<file path="src/rtl/logging_arbiter_if.sv">
// Channel-side and output-side handshake bundle for logging_arbiter.
// The slave modport is the arbiter; the master modport is the surrounding environment.
interface logging_arbiter_if #(
    parameter int N_CH       = 4,
    parameter int DATA_WIDTH = 32
);
    localparam int ID_WIDTH = $clog2(N_CH);

    logic [N_CH-1:0]            logb_valid;
    logic [N_CH-1:0]            logb_ready;
    logic [N_CH*DATA_WIDTH-1:0] logb_data;
    logic [N_CH-1:0]            loge_valid;
    logic [N_CH-1:0]            loge_ready;
    logic                       out_valid;
    logic                       out_ready;
    logic [DATA_WIDTH-1:0]      out_data;
    logic [ID_WIDTH-1:0]        out_id;
    logic                       out_b;
    logic                       out_e;

    modport slave (
        input  logb_valid, logb_data, loge_valid, out_ready,
        output logb_ready, loge_ready, out_valid, out_data, out_id, out_b, out_e
    );

    modport master (
        output logb_valid, logb_data, loge_valid, out_ready,
        input  logb_ready, loge_ready, out_valid, out_data, out_id, out_b, out_e
    );
endinterface

</file>
<file path="src/rtl/logging_arbiter.sv">
// Round-robin merge of N_CH logb/loge channel pairs into one tagged record stream,
// buffered by a 2-entry FIFO so input readies never depend on out_ready.
module logging_arbiter #(
    parameter int N_CH       = 4,
    parameter int DATA_WIDTH = 32
) (
    input  logic             clk,
    input  logic             rstn,
    logging_arbiter_if.slave bus
);
    localparam int ID_WIDTH = $clog2(N_CH);

    typedef struct packed {
        logic [DATA_WIDTH-1:0] data;
        logic [ID_WIDTH-1:0]   id;
        logic                  b;
        logic                  e;
    } rec_t;

    logic [N_CH-1:0]     w_req;
    logic [N_CH-1:0]     w_ready;
    logic                w_space;
    logic                w_found;
    logic                w_grant;
    logic                w_push;
    logic                w_pop;
    logic [ID_WIDTH-1:0] w_win;
    rec_t                w_rec;

    logic [1:0]          r_cnt;
    logic                r_rd;
    logic                r_wr;
    logic [ID_WIDTH-1:0] r_ptr;
    rec_t                r_mem [2];

    always_comb begin
        w_req   = bus.logb_valid | bus.loge_valid;
        w_space = (r_cnt != 2'd2);
        w_found = 1'b0;
        w_win   = '0;
        // Two passes give the wrap-around scan: ptr..N_CH-1 first, then 0..ptr-1.
        for (int unsigned i = 0; i < N_CH; i++) begin
            if (!w_found && w_req[i] && (ID_WIDTH'(i) >= r_ptr)) begin
                w_found = 1'b1;
                w_win   = ID_WIDTH'(i);
            end
        end
        for (int unsigned i = 0; i < N_CH; i++) begin
            if (!w_found && w_req[i]) begin
                w_found = 1'b1;
                w_win   = ID_WIDTH'(i);
            end
        end

        w_grant = rstn && w_space && w_found;
        w_ready = '0;
        w_rec   = '0;
        w_rec.id = w_win;
        for (int unsigned i = 0; i < N_CH; i++) begin
            if (w_win == ID_WIDTH'(i)) begin
                w_ready[i] = w_grant;
                w_rec.b    = bus.logb_valid[i];
                w_rec.e    = bus.loge_valid[i];
                w_rec.data = bus.logb_valid[i] ? bus.logb_data[i*DATA_WIDTH +: DATA_WIDTH] : '0;
            end
        end

        w_push = w_grant;
        w_pop  = (r_cnt != 2'd0) && bus.out_ready;
    end

    assign bus.logb_ready = w_ready;
    assign bus.loge_ready = w_ready;

    always_ff @(posedge clk or negedge rstn) begin
        if (!rstn) begin
            r_cnt    <= '0;
            r_rd     <= 1'b0;
            r_wr     <= 1'b0;
            r_ptr    <= '0;
            r_mem[0] <= '0;
            r_mem[1] <= '0;
        end else begin
            if (w_push) begin
                r_mem[r_wr] <= w_rec;
                r_wr        <= ~r_wr;
                r_ptr       <= (w_win == ID_WIDTH'(N_CH - 1)) ? '0 : w_win + 1'b1;
            end
            if (w_pop) begin
                r_rd <= ~r_rd;
            end
            r_cnt <= r_cnt + {1'b0, w_push} - {1'b0, w_pop};
        end
    end

    // Head entry is register-driven, so payload holds while out_ready is low.
    assign bus.out_valid = (r_cnt != 2'd0);
    assign bus.out_data  = r_mem[r_rd].data;
    assign bus.out_id    = r_mem[r_rd].id;
    assign bus.out_b     = r_mem[r_rd].b;
    assign bus.out_e     = r_mem[r_rd].e;
endmodule

</file>
<file path="src/flat_wrapper.sv">
// flat-port wrapper written by rule: the top's interface ports become plain ports
module logging_arbiter_flat 
#(
    parameter int N_CH       = 4,
    parameter int DATA_WIDTH = 32
)
  (clk, rstn, bus_logb_valid, bus_logb_data, bus_loge_valid, bus_out_ready, bus_logb_ready, bus_loge_ready, bus_out_valid, bus_out_data, bus_out_id, bus_out_b, bus_out_e);
  logging_arbiter_if #(.N_CH(N_CH), .DATA_WIDTH(DATA_WIDTH)) bus_i ();
  input  logic clk;
  input  logic rstn;
  input wire logic [$bits(bus_i.logb_valid)-1:0] bus_logb_valid;
  input wire logic [$bits(bus_i.logb_data)-1:0] bus_logb_data;
  input wire logic [$bits(bus_i.loge_valid)-1:0] bus_loge_valid;
  input wire logic [$bits(bus_i.out_ready)-1:0] bus_out_ready;
  output wire logic [$bits(bus_i.logb_ready)-1:0] bus_logb_ready;
  output wire logic [$bits(bus_i.loge_ready)-1:0] bus_loge_ready;
  output wire logic [$bits(bus_i.out_valid)-1:0] bus_out_valid;
  output wire logic [$bits(bus_i.out_data)-1:0] bus_out_data;
  output wire logic [$bits(bus_i.out_id)-1:0] bus_out_id;
  output wire logic [$bits(bus_i.out_b)-1:0] bus_out_b;
  output wire logic [$bits(bus_i.out_e)-1:0] bus_out_e;
  assign bus_i.logb_valid = bus_logb_valid;
  assign bus_i.logb_data = bus_logb_data;
  assign bus_i.loge_valid = bus_loge_valid;
  assign bus_i.out_ready = bus_out_ready;
  assign bus_logb_ready = bus_i.logb_ready;
  assign bus_loge_ready = bus_i.loge_ready;
  assign bus_out_valid = bus_i.out_valid;
  assign bus_out_data = bus_i.out_data;
  assign bus_out_id = bus_i.out_id;
  assign bus_out_b = bus_i.out_b;
  assign bus_out_e = bus_i.out_e;
  logging_arbiter #(.N_CH(N_CH), .DATA_WIDTH(DATA_WIDTH)) u_core (.clk(clk), .rstn(rstn), .bus(bus_i));
endmodule
</file>
<file path="config.mk">
export PLATFORM = sky130hd
export DESIGN_NAME = logging_arbiter_flat
export DESIGN_NICKNAME = d
export VERILOG_FILES = /design/src/rtl/logging_arbiter_if.sv /design/src/rtl/logging_arbiter.sv /design/src/flat_wrapper.sv
export SDC_FILE = /design/constraint.sdc
export NUM_CORES = 1
export LEC_CHECK = 0
export CORE_MARGIN = 1
export CORE_UTILIZATION = 44
export CTS_CLUSTER_DIAMETER = 60
export CTS_CLUSTER_SIZE = 12
export DETAILED_ROUTE_END_ITERATION = 8
export PLACE_DENSITY = 0.81
export SYNTH_ARGS = -nofsm -noshare
export SYNTH_HDL_FRONTEND = slang
export SYNTH_SLANG_ARGS = --single-unit
</file>
<file path="constraint.sdc">
create_clock -name clk -period 3.8 [get_ports clk]
set_clock_uncertainty 0.15 [all_clocks]
set_input_delay 0.57 -clock clk [delete_from_list [all_inputs] [get_ports clk]]
set_output_delay 0.57 -clock clk [all_outputs]
set_load 0.03 [all_outputs]
</file>
==> reports/results.txt, run 1 <==
Final total power - 4.80 mW
CP Cell Sequence - clkdlybuf4s50_1 > or4_4 > o2bb2ai_1 > nand2_1 > nor2_1 > clkdlybuf4s50_1
Slew @ Worst Pin - 0.969 ns
RSZ-0062 raised after global routing - no
Final setup viols - 0
Synth area leader - dfrtp_1
Worst path slowest cell - clkdlybuf4s50_1
Netlist cell types - 49
Initial antenna violation count - 0
Total wire length - 14.1 mm
Worst setup EP type - primary output
Fill cells - 860
Vias in the first global route - 4680
Total track usage - 25.8%
Fin crit period - 3.68 ns
Reg clk slew, reported paths - 0.07 ns
Nets - 729
Clock Sink Count - 78
H-tree depth - 3
Max stage delay on crit path - 0.71 ns
Core ar. - 0.0103 mm^2
Run status - complete, no violations
Die ar. - 0.0110 mm^2
Startpoint types - input pin
Die width - 105 um
Vias - 4351
Hpwl dp - 9.72 mm
Initial core utilization - 45.2%
WP data required - 3.08 ns
Top cell by count, worst path - clkdlybuf4s50_1
Mapped Area - 0.00464 mm^2
CP max FO - 7
Leak - 2.63 nW
Wire length per cell - 19.4 um
Post-route DRC - 0
CTS Buffer Depth - 2
CTS Buf Count - 9
Setup bufs post-CTS - 0
Syn Inst Count - 415
Post-synth EDFFs - 0
Setup CP Type - in -> out
N_diodes - 0
Worst-Skew Late Latency - 0.34 ns
Final max-slew violation count - 0
CTS tree - yes
Routability cong. - 0.952
Pin count of the biggest net entering global routing - 66
Worst VDD drop - 501 uV
Vias per std cell - 5.98
First-pass GRT wire length - 22.5 mm
Top cell type's share of synthesized area - 42.0%
ANT nets after route - 0
I/O pin count - 184
Syn nets - 558
Die Y - 105 um
Post-synthesis async set-or-reset flop share - 100%
Area delta synth->final - 44.0%
Layout cells sized above 1 - 21.0%
Clock root buffer - clkbuf_8
Avg Inst Size Synth - 11.2 um^2
Seq cells post-synth - 78
Worst path arrival time - 2.96 ns
Register area share after synthesis - 42.0%
Port bufs - 183
Final hold vios - 0
Final Cycle Share - 96.8%
# rows - 37
GR Overflow Total - 0
Yosys warns - 0
Pwr/cell area - 719 mW/mm^2
Most frequent cell after synthesis - dfrtp_1
Setup TNS - 0 ns
TritonRoute pass-1 iters - 9
Worst reg-to-reg setup slack - 0.57 ns
Worst slew margin - 35.4%
Main synth FF type - dfrtp_1
Most instantiated cells after synthesis - dfrtp_1 (78), o21ai_1 (64), mux2_2 (37)
F_max - 272 MHz
Detailed Route Iter0 Violations - 332
Max_cap viols - 0
Synth area leaders - dfrtp_1 (42%), mux2_2 (9.0%), a22oi_2 (7.8%), o21ai_1 (6.9%), a222oi_1 (6.7%)
Min-Delay Path Class - reg -> reg
-- critical path, delay by kind of cell --
kind / cells / cell delay [ns]
buffers and inverters: 2 / 1.26
AND/OR/NAND/NOR: 3 / 0.91
AO/OA/AOI/OAI: 1 / 0.23
-- layer usage --
metal / wire, um / share of wire, % / GRT usage [%] / vias up
met5: 0 / 0 / 0 / -
met4: 144 / 1.0 / 8.05 / 0
met3: 937 / 6.7 / 5.30 / 14
met2: 7440 / 53 / 47.3 / 184
met1: 5550 / 39 / 29.9 / 2173
li1: - / - / - / 1980
-- worst paths after layout --
check,end,cells after the start,from
max,bus_logb_ready[3],6,bus_logb_valid[2]
min,u_core.r_mem[2],2,u_core.r_mem[2]
max reg2reg,u_core.r_mem[48],10,u_core.r_ptr[1]
min reg2reg,u_core.r_mem[2],2,u_core.r_mem[2]
max in group asynchronous,u_core.r_rd,3,rstn
min in group asynchronous,u_core.r_mem[43],2,rstn
-- final cells by class --
class	instances	area, um^2	share of cell area (%)
clock inverter	7	104	1.55
clock buffer	9	124	1.85
multi-input combinational	286	2310	34.5
tap	136	170	2.55
timing repair buffer	203	1990	29.8
inverter	8	30.0	0.449
sequential	78	1950	29.2
-- through the flow --
| step | hold WS (ns) | util, % | worst slack, ns | cells | instance area [um^2] |
|---|---|---|---|---|---|
| 2_1_floorplan | 0.124 | - | 0.518 | 415 | 4640 |
| 6_report | 0.332 | 65.0 | 0.120 | 727 | 6690 |
| 4_1_cts | 0.337 | 65.0 | 0.0959 | 727 | 6680 |
| 3_5_place_dp | 0.306 | 62.7 | 0.00552 | 710 | 6440 |
| 3_3_place_gp | 0.305 | 62.7 | 0.106 | 710 | 6440 |
| 5_1_grt | 0.375 | 65.0 | 0.0146 | 727 | 6690 |
-- registers in the layout, summed over array words and instances, names as in the netlist --
signal        count
u_core.r_rd       1
u_core.r_mem     72
u_core.r_ptr      2
u_core.r_cnt      2
u_core.r_wr       1
-- what timing repair did --
item | CTS | global route
endpoints found under the hold margin | 14 | 0
gates resized for setup | 0 | 2
setup endpoints to repair | 0 | 2
hold buffers | 1 | 0
-- where the power goes --
part	internal, mW	leakage, nW	switching [mW]
Clock	0.379	0.108	0.330
Sequential	1.14	1.02	0.280
Combinational	1.24	1.50	1.44
Total	2.76	2.63	2.05
-- cell usage in the layout, fill, tap and decap left out, drive strengths merged, types with 4 or more instances in the layout --
cell type / count
mux2: 37
nand2: 14
and2: 4
ha: 4
clkdlybuf4s50: 178
nor2: 16
inv: 11
clkbuf: 9
o21ai: 76
dfrtp: 78
a21oi: 7
a222oi: 31
a22oi: 65
buf: 22
-- logic make-up after synthesis --
| kind of cell | synth area share (%) |
|---|---|
| flip-flops | 42.0 |
| AO/OA/AOI/OAI | 33.3 |
| XOR/XNOR | 0.566 |
| buffers and inverters | 8.22 |
| AND/OR/NAND/NOR | 5.87 |
| multiplexers | 8.97 |
| adder cells (fa/ha/maj) | 1.08 |
Note: power is estimated with default switching activity, not from simulation.
==> run 2: changes to the inputs <==
--- a/config.mk
+++ b/config.mk
@@ -10,6 +10,7 @@
 export CTS_CLUSTER_DIAMETER = 60
 export CTS_CLUSTER_SIZE = 12
 export DETAILED_ROUTE_END_ITERATION = 8
+export GPL_TIMING_DRIVEN = 0
 export PLACE_DENSITY = 0.81
 export SYNTH_ARGS = -nofsm -noshare
 export SYNTH_HDL_FRONTEND = slang
==> reports/results.txt, run 2 (synthesis gave the netlist of run 1 again) <==
TritonRoute pass-1 iters - 6
Flop pwr share - 26.1%
Gate power share - 58.1%
Final hold vios - 0
Area occupied by multi-input gates - 0.00233 mm^2
Worst setup EP type - primary output
Run status - complete, no violations
Vias - 4452
Max_cap viols - 0
First-pass GRT wire length - 23.3 mm
Vias per std cell - 5.94
Post-route DRC - 0
Clock power share - 15.8%
F_max - 271 MHz
N_diodes - 0
Biggest register - u_core.r_mem
Pin count of the biggest net entering global routing - 46
Pwr/cell area - 725 mW/mm^2
Clock root buffer - clkbuf_8
Core ar. - 0.0103 mm^2
Commonest non-fill, non-tap cell in the layout - clkdlybuf4s50_1
Largest regs - u_core.r_mem x72, u_core.r_cnt x2, u_core.r_ptr x2
Layout cells sized above 1 - 23.6%
Fin crit period - 3.68 ns
Nets - 752
Cts hold-fix bufs - 0
CTS Buffer Depth - 2
Worst VDD drop - 421 uV
Sequential standard cell area - 0.00195 mm^2
Leak - 2.74 nW
Initial core utilization - 45.2%
# rows - 37
Total wire length - 14.7 mm
Min-Delay Path Class - in -> async
Die width - 105 um
Port bufs - 182
Initial antenna violation count - 0
Die Y - 105 um
Commonest non-fill, non-tap cells in the layout - clkdlybuf4s50_1 (175), dfrtp_1 (78), o21ai_1 (64)
Fill cells - 824
Setup CP Type - in -> out
Reg clk slew, reported paths - 0.09 ns
CTS tree - yes
Net load switching power - 2.09 mW
CTS Buf Count - 9
Area delta synth->final - 49.3%
Final setup viols - 0
P_int - 2.93 mW
CP max FO - 10
Detailed Route Iter0 Violations - 334
Worst slew margin - 54.4%
Final Util - 67.4%
Worst path arrival time - 2.96 ns
Hpwl dp - 10.6 mm
Final Cycle Share - 97.0%
Wire length per cell - 19.6 um
Final max-slew violation count - 0
Sw Ratio - 41.7%
Die ar. - 0.0110 mm^2
ANT nets after route - 0
Final total power - 5.02 mW
GR Overflow Total - 0
Clock Sink Count - 78
Worst-Skew Late Latency - 0.34 ns
Routability cong. - 0.922
Vias in the first global route - 4600
Final Hold Slack - 0.0208 ns
WP data required - 3.08 ns
Startpoint types - input pin
Slew @ Worst Pin - 0.685 ns
H-tree depth - 3
Max reg flops - 72
Total track usage - 26.9%
I/O pin count - 184
run 2: cell types whose count changed in the layout (fill, tap and decap cells not counted), sizes merged, moves of 3 or more:
cell           delta
inv               -3
clkdlybuf4s50     -3
buf              +11
dlygate4sd2       +3
clkbuf           +16
run 2: metal layers:
layer	global-route usage, %	share of wire, %	vias to the layer above
met5	0	0	-
met4	7.24	1.3	0
met3	3.06	5.9	18
met2	48.2	52	190
met1	34.4	41	2216
li1	-	-	2028
run 2: what timing repair did:
item                                    in CTS  in global routing
gates resized for setup                      9                  9
setup buffers                                0                  1
pin swaps                                    0                  3
endpoints found under the setup margin       5                 29
run 2: through the flow:
stage	std cells	TNS [ns]	worst slack, ns	instance area, um^2
after CTS	750	0	0.0173	6920
final	750	0	0.115	6930
after detailed placement	734	-10.49	-0.436	6660
after global placement	733	-194.17	-2.13	6640
after floorplan	415	0	0.518	4640
after global routing	750	-0.0106	-0.0106	6930
run 2: path summary, 6_finish.rpt:
path	slack, ns	startpoint	endpoint	cells after the start
worst max register to register	0.71	u_core.r_ptr[1]	u_core.r_mem[32]	13
worst min-delay path	0.02	rstn	u_core.r_mem[28]	1
max in group asynchronous	2.87	rstn	u_core.r_mem[3]	2
worst min register to register	0.34	u_core.r_mem[39]	u_core.r_mem[39]	2
worst max-delay path	0.12	bus_logb_valid[2]	bus_loge_ready[0]	7
min in group clk	0.34	u_core.r_mem[39]	u_core.r_mem[39]	2
run 2: layout make-up:
type                    count  share of cell area (%)
inverters                   8                   0.433
clock buffers              11                    2.18
repair buffers            184                    26.6
clock inverters             5                    1.52
well taps                 136                    2.46
plain buffers              42                    5.04
multi-input cells         286                    33.6
flip-flops and latches     78                    28.2
run 2: power groups by stage:
stage | clock network (mW) | registers [mW] | logic (mW)
floorplan | 0 | 1.28 | 1.93
global placement | 0 | 1.30 | 2.84
detailed placement | 0 | 1.33 | 2.89
CTS | 0.797 | 1.31 | 2.91
global route | 0.840 | 1.35 | 3.12
finish | 0.795 | 1.31 | 2.92
run 2: critical path, cell delays in order:
cell and delay (ns):
clkdlybuf4s50_1 0.54, or4_4 0.64, o211ai_2 0.22, buf_4 0.21, nor2_1 0.08, buf_4 0.13, clkdlybuf4s50_1 0.58
